--- src/rtl/numeric_entry_pkg.sv ---
// numeric_entry_pkg: PS/2 set-2 key codes, digit decoding and BCD helpers shared by numeric_entry
package numeric_entry_pkg;

  typedef enum logic {IDLE, ENTRY} state_e;

  localparam logic [7:0] KEY_BREAK     = 8'hF0;
  localparam logic [7:0] KEY_EXT       = 8'hE0;
  localparam logic [7:0] KEY_ENTER     = 8'h5A;
  localparam logic [7:0] KEY_ENTER_ALT = 8'h24;
  localparam logic [7:0] KEY_BKSP      = 8'h66;
  localparam logic [7:0] KEY_BKSP_ALT  = 8'h2D;
  localparam logic [7:0] KEY_ESC       = 8'h76;

  function automatic logic is_digit(logic [7:0] b);
    case (b)
      8'h45, 8'h16, 8'h1E, 8'h26, 8'h25, 8'h2E, 8'h36, 8'h3D, 8'h3E, 8'h46,
      8'h70, 8'h69, 8'h72, 8'h7A, 8'h6B, 8'h73, 8'h74, 8'h6C, 8'h75, 8'h7D: is_digit = 1'b1;
      default: is_digit = 1'b0;
    endcase
  endfunction

  function automatic logic [3:0] digit_of(logic [7:0] b);
    case (b)
      8'h16, 8'h69: digit_of = 4'd1;
      8'h1E, 8'h72: digit_of = 4'd2;
      8'h26, 8'h7A: digit_of = 4'd3;
      8'h25, 8'h6B: digit_of = 4'd4;
      8'h2E, 8'h73: digit_of = 4'd5;
      8'h36, 8'h74: digit_of = 4'd6;
      8'h3D, 8'h6C: digit_of = 4'd7;
      8'h3E, 8'h75: digit_of = 4'd8;
      8'h46, 8'h7D: digit_of = 4'd9;
      default:      digit_of = 4'd0;
    endcase
  endfunction

  function automatic logic is_enter(logic [7:0] b);
    return (b == KEY_ENTER) || (b == KEY_ENTER_ALT);
  endfunction

  function automatic logic is_bksp(logic [7:0] b);
    return (b == KEY_BKSP) || (b == KEY_BKSP_ALT);
  endfunction

  // Elaboration-time conversion of a constant into four BCD digits
  function automatic logic [15:0] bin2bcd(int v);
    int n;
    logic [15:0] r;
    n = v;
    r = '0;
    for (int i = 0; i < 4; i++) begin
      r[4*i +: 4] = 4'(n % 10);
      n = n / 10;
    end
    return r;
  endfunction

endpackage

--- src/rtl/numeric_entry_sevenseg.sv ---
// sevenseg: BCD digit to active-low segments, seg_o[0]=a .. seg_o[6]=g
module sevenseg (
  input  logic [3:0] digit_i,
  output logic [6:0] seg_o
);

  // Segment lookup; non-BCD codes blank the digit
  always_comb begin
    case (digit_i)
      4'd0:    seg_o = 7'h40;
      4'd1:    seg_o = 7'h79;
      4'd2:    seg_o = 7'h24;
      4'd3:    seg_o = 7'h30;
      4'd4:    seg_o = 7'h19;
      4'd5:    seg_o = 7'h12;
      4'd6:    seg_o = 7'h02;
      4'd7:    seg_o = 7'h78;
      4'd8:    seg_o = 7'h00;
      4'd9:    seg_o = 7'h10;
      default: seg_o = 7'h7F;
    endcase
  end

endmodule

--- src/rtl/numeric_entry.sv ---
// numeric_entry: keyboard decimal entry with clamped commit and seven-segment display
module numeric_entry
  import numeric_entry_pkg::*;
#(
  parameter int DIGITS      = 3,
  parameter int MIN_VAL     = 1,
  parameter int MAX_VAL     = 999,
  parameter int DEFAULT_VAL = 120,
  parameter int VAL_W       = 10
) (
  input  logic                  Clock,
  input  logic                  nReset,
  input  logic                  Enable,
  input  logic [7:0]            data,
  input  logic                  data_en,
  output logic [VAL_W-1:0]      value,
  output logic                  commit,
  output logic                  clamped,
  output logic [2:0]            digit_count,
  output logic                  entry_active,
  output logic [7*DIGITS-1:0]   HEX
);

  localparam int BW = 4 * DIGITS;
  localparam logic [BW-1:0] MIN_BCD = BW'(bin2bcd(MIN_VAL));
  localparam logic [BW-1:0] MAX_BCD = BW'(bin2bcd(MAX_VAL));
  localparam logic [BW-1:0] DEF_BCD = BW'(bin2bcd(DEFAULT_VAL));

  state_e           state_q, state_d;
  logic [BW-1:0]    entry_q, entry_d;
  logic [2:0]       count_q, count_d;
  logic             brk_q, brk_d, ext_q, ext_d;
  logic [VAL_W-1:0] value_q, value_d;
  logic [BW-1:0]    bcd_q, bcd_d;
  logic             commit_q, commit_d, clamped_q, clamped_d;
  logic [VAL_W-1:0] bin;
  logic             lo, hi;
  logic [BW-1:0]    show;

  // Binary value of the buffered BCD digits, most significant first
  always_comb begin
    bin = '0;
    for (int i = DIGITS - 1; i >= 0; i--) bin = bin * VAL_W'(10) + VAL_W'(entry_q[4*i +: 4]);
  end

  assign lo = bin < VAL_W'(MIN_VAL);
  assign hi = bin > VAL_W'(MAX_VAL);

  // Key decoding: break/extended prefixes swallow the following code, then edit or commit
  always_comb begin
    state_d   = state_q;
    entry_d   = entry_q;
    count_d   = count_q;
    brk_d     = brk_q;
    ext_d     = ext_q;
    value_d   = value_q;
    bcd_d     = bcd_q;
    commit_d  = 1'b0;
    clamped_d = clamped_q;
    if (!Enable) begin
      state_d = IDLE;
      entry_d = '0;
      count_d = '0;
      brk_d   = 1'b0;
      ext_d   = 1'b0;
    end else if (data_en) begin
      if (data == KEY_BREAK) begin
        brk_d = 1'b1;
      end else if (brk_q) begin
        brk_d = 1'b0;
        ext_d = 1'b0;
      end else if (data == KEY_EXT) begin
        ext_d = 1'b1;
      end else if (ext_q) begin
        ext_d = 1'b0;
      end else if (is_digit(data)) begin
        if (count_q < 3'(DIGITS)) begin
          entry_d = (entry_q << 4) | BW'(digit_of(data));
          count_d = count_q + 3'd1;
          state_d = ENTRY;
        end
      end else if (is_bksp(data)) begin
        if (state_q == ENTRY) begin
          entry_d = entry_q >> 4;
          count_d = count_q - 3'd1;
          state_d = (count_q == 3'd1) ? IDLE : ENTRY;
        end
      end else if (is_enter(data)) begin
        if (state_q == ENTRY) begin
          value_d   = lo ? VAL_W'(MIN_VAL) : hi ? VAL_W'(MAX_VAL) : bin;
          bcd_d     = lo ? MIN_BCD : hi ? MAX_BCD : entry_q;
          clamped_d = lo | hi;
          commit_d  = 1'b1;
          entry_d   = '0;
          count_d   = '0;
          state_d   = IDLE;
        end
      end else if (data == KEY_ESC) begin
        entry_d = '0;
        count_d = '0;
        state_d = IDLE;
      end
    end
  end

  // State and committed-value registers with asynchronous reset
  always_ff @(posedge Clock or negedge nReset) begin
    if (!nReset) begin
      state_q   <= IDLE;
      entry_q   <= '0;
      count_q   <= '0;
      brk_q     <= 1'b0;
      ext_q     <= 1'b0;
      value_q   <= VAL_W'(DEFAULT_VAL);
      bcd_q     <= DEF_BCD;
      commit_q  <= 1'b0;
      clamped_q <= 1'b0;
    end else begin
      state_q   <= state_d;
      entry_q   <= entry_d;
      count_q   <= count_d;
      brk_q     <= brk_d;
      ext_q     <= ext_d;
      value_q   <= value_d;
      bcd_q     <= bcd_d;
      commit_q  <= commit_d;
      clamped_q <= clamped_d;
    end
  end

  assign value        = value_q;
  assign commit       = commit_q;
  assign clamped      = clamped_q;
  assign digit_count  = count_q;
  assign entry_active = state_q == ENTRY;
  assign show         = (state_q == ENTRY) ? entry_q : bcd_q;

  for (genvar i = 0; i < DIGITS; i++) begin : gen_seg
    sevenseg u_seg (.digit_i(show[4*i +: 4]), .seg_o(HEX[7*i +: 7]));
  end

endmodule

--- config.mk ---
export PLATFORM = sky130hd
export DESIGN_NAME = numeric_entry
export DESIGN_NICKNAME = d
export VERILOG_FILES = /design/src/rtl/numeric_entry_pkg.sv /design/src/rtl/numeric_entry_sevenseg.sv /design/src/rtl/numeric_entry.sv
export SDC_FILE = /design/constraint.sdc
export NUM_CORES = 1
export LEC_CHECK = 0
export CORE_MARGIN = 1.5
export CORE_UTILIZATION = 35
export DETAILED_ROUTE_END_ITERATION = 12
export GPL_ROUTABILITY_DRIVEN = 0
export GPL_TIMING_DRIVEN = 0
export MAX_ROUTING_LAYER = met4
export PLACE_DENSITY_LB_ADDON = 0.05
export SETUP_SLACK_MARGIN = 0.05
export SLEW_MARGIN = 20
export SYNTH_ARGS = -nofsm -noshare
export SYNTH_HDL_FRONTEND = slang
export SYNTH_HIERARCHICAL = 1
export SYNTH_SLANG_ARGS = --single-unit
export TNS_END_PERCENT = 50
--- constraint.sdc ---
create_clock -name Clock -period 13.1 [get_ports Clock]
set_clock_uncertainty 0.05 [all_clocks]
set_input_delay 2.62 -clock Clock [delete_from_list [all_inputs] [get_ports Clock]]
set_output_delay 2.62 -clock Clock [all_outputs]
set_load 0.005 [all_outputs]
==> metrics <==
I/O pin cnt=49; CP Launch Type=flop; Port Buffers=46; asr flop ratio synth=1.00; CORE AREA=0.0113 sq mm; synth warn=6; Vias/cell=5.19; Hold Fails Final Rpt=0; die area=0.0122 sq mm; first-pass GRT wire length=16300 microns; DRT iter0 DRCs=158; htree depth=2; Worst EP arrival=3.06 ns; Slew HR=0.548; # hold bufs at CTS=0; status=complete, no violations; TritonRoute pass-1 iters=4; pwr/cell area=65.1 mW/mm^2; CTS tree=built; final wirelength=9830 microns; Cells after Synth=469; most frequent cells in the layout=nand2_1, clkdlybuf4s50_1, ha_1; Reg2Reg Depth=16; clock buffer count from CTS=5; fraction of layout cells with a size suffix above 1=0.151; Routed wire per std cell=14.7 microns; Period minus WS final=5.73 ns; gr ovfl total=0; total negative slack=0 ns; initial core utilization=0.356; clk sink count=41; Vert. Die Dim=110 microns; mean post-synth cell area=8.60 sq um; CP Capture Type=primary output; Max VDD drop=52.1 uV; Worst Tran Pin Value=0.674 ns; crit path kind=flop to primary output; vias in the first global route=3296; crit-path max FO=10; Clock Latency Late Sink=0.28 ns; hpwl dp=7530 microns; crit share post-route=0.438; initial antenna violation count=0; Post-CTS Setup Bufs=0; Residual DRC=0; P_leak=0.00210 uW; Post-synth EDFFs=0; register area share after synthesis=0.256; Post-synth top flop=dfrtp_1; syn nets=524; CP required=10.43 ns; row cnt=39; MaxCap Viol Count=0; worst min path class=flop to flop; Die Width=110 microns; design area=0.00486 sq mm; Post-Synthesis Cell Area=0.00403 sq mm; Final #Nets=578; Final Max Slew Viols=0; Layout area overhead=20.6%; commonest non-fill, non-tap cell in the layout=nand2_1; RSZ-0062 raised after global routing=no; Peak Freq=174 MHz; clock-pin slew on the worst setup and hold paths=0.06 ns; Synth Register Bits=41; # resized after CTS=0; Total GRT Usage=0.174; # diodes=0; WHS Path Cells=2; largest net degree at the start of global routing=32; antenna-violating nets left=0; vias=3459; library cells used by synthesis=80; CTS Root Buffer Type=clkbuf_16; Placed Instance Area=0.00469 sq mm; # setup viols final=0; Clock Tree Buf Depth=2
==> sequential cells by signal, summed over array words and instances (netlist names) <==
signal and flops:
commit 1, digit_count 3, bcd_q 11, entry_q 12
entry_active 1, clamped 1, brk_q 1, ext_q 1
value 10
==> critical path, cell delays in order, from the launching register on <==
cell and delay, ns:
dfrtp_1 0.36, clkbuf_1 0.35, clkbuf_1 0.49, mux2_2 0.46
inv_1 0.13, ha_1 0.15, or2_1 0.11, a21oi_2 0.07
a31oi_1 0.15, clkdlybuf4s50_1 0.52
==> path summary, 6_finish.rpt <==
kind	end	slack [ns]	start
max in group asynchronous	bcd_q[8]	10.27	nReset
hold reg to reg	value[8]	0.42	value[8]
setup / recovery	HEX[3]	7.37	entry_active
setup reg to reg	bcd_q[7]	8.39	entry_q[9]
hold / removal	value[8]	0.42	value[8]
min in group asynchronous	value[9]	2.18	nReset
==> power by group <==
group	internal [uW]	switching [uW]	total, uW
logic	16.1	24.0	40.1
registers	128	2.15	130
clock network	95.1	51.3	146
total	239	77.4	316
==> per-layer routing <==
metal	global-route usage	vias to the layer above	wire length [microns]
li1	-	1752	-
met4	0.0348	0	72
met2	0.263	73	4300
met3	0.0212	6	326
met5	-	-	0
met1	0.249	1628	5120
==> layout make-up <==
type                       instances  area (sq um)
tap                              143           179
buffer                            29           191
fill                            1165          6460
clock buffer                       6           139
inverter                          33           124
multi-input combinational        366          2680
sequential                        41          1030
clock inverter                     2          37.5
timing repair buffer              47           475
==> cell families after synthesis <==
family / count (synthesis) / share of synthesized area
DFF: 41 / 0.256
buffers and inverters: 62 / 0.0782
xor gates and xnor gates: 15 / 0.0379
AOI/OAI and AO/OA: 121 / 0.203
adders and majority gates: 43 / 0.141
and+or+nand+nor: 172 / 0.242
muxes: 15 / 0.0422
==> cell usage after synthesis (6+ instances only) <==
| master | n | share of area |
|---|---|---|
| o21ai_1 | 8 | 0.0099 |
| a211oi_1 | 6 | 0.011 |
| nand2_1 | 55 | 0.051 |
| a21oi_1 | 18 | 0.022 |
| ha_1 | 39 | 0.12 |
| xnor2_1 | 6 | 0.013 |
| buf_2 | 8 | 0.0099 |
| a22o_1 | 7 | 0.015 |
| nand2b_1 | 18 | 0.028 |
| nor2_1 | 35 | 0.033 |
| xor2_1 | 7 | 0.015 |
| mux2_2 | 12 | 0.034 |
| buf_6 | 7 | 0.020 |
| nand3_1 | 7 | 0.0087 |
| inv_1 | 33 | 0.031 |
| dfstp_2 | 6 | 0.039 |
| o21ai_0 | 38 | 0.047 |
| dfrtp_1 | 35 | 0.22 |
| clkbuf_1 | 7 | 0.0065 |
==> stage by stage <==
| step | total power (uW) | setup WS [ns] | hold slack (ns) | util | std cells |
|---|---|---|---|---|---|
| 2_1_floorplan | 157 | 8.47 | 0.396 | - | 469 |
| 4_1_cts | 319 | 7.36 | 0.430 | 0.430 | 667 |
| 5_1_grt | 330 | 7.17 | 0.452 | 0.430 | 667 |
| 3_3_place_gp | 171 | 7.64 | 0.402 | 0.413 | 658 |
| 3_5_place_dp | 172 | 7.61 | 0.415 | 0.414 | 659 |
| 6_report | 316 | 7.37 | 0.423 | 0.430 | 667 |
No activity file was read; power rests on OpenSTA's default activity.
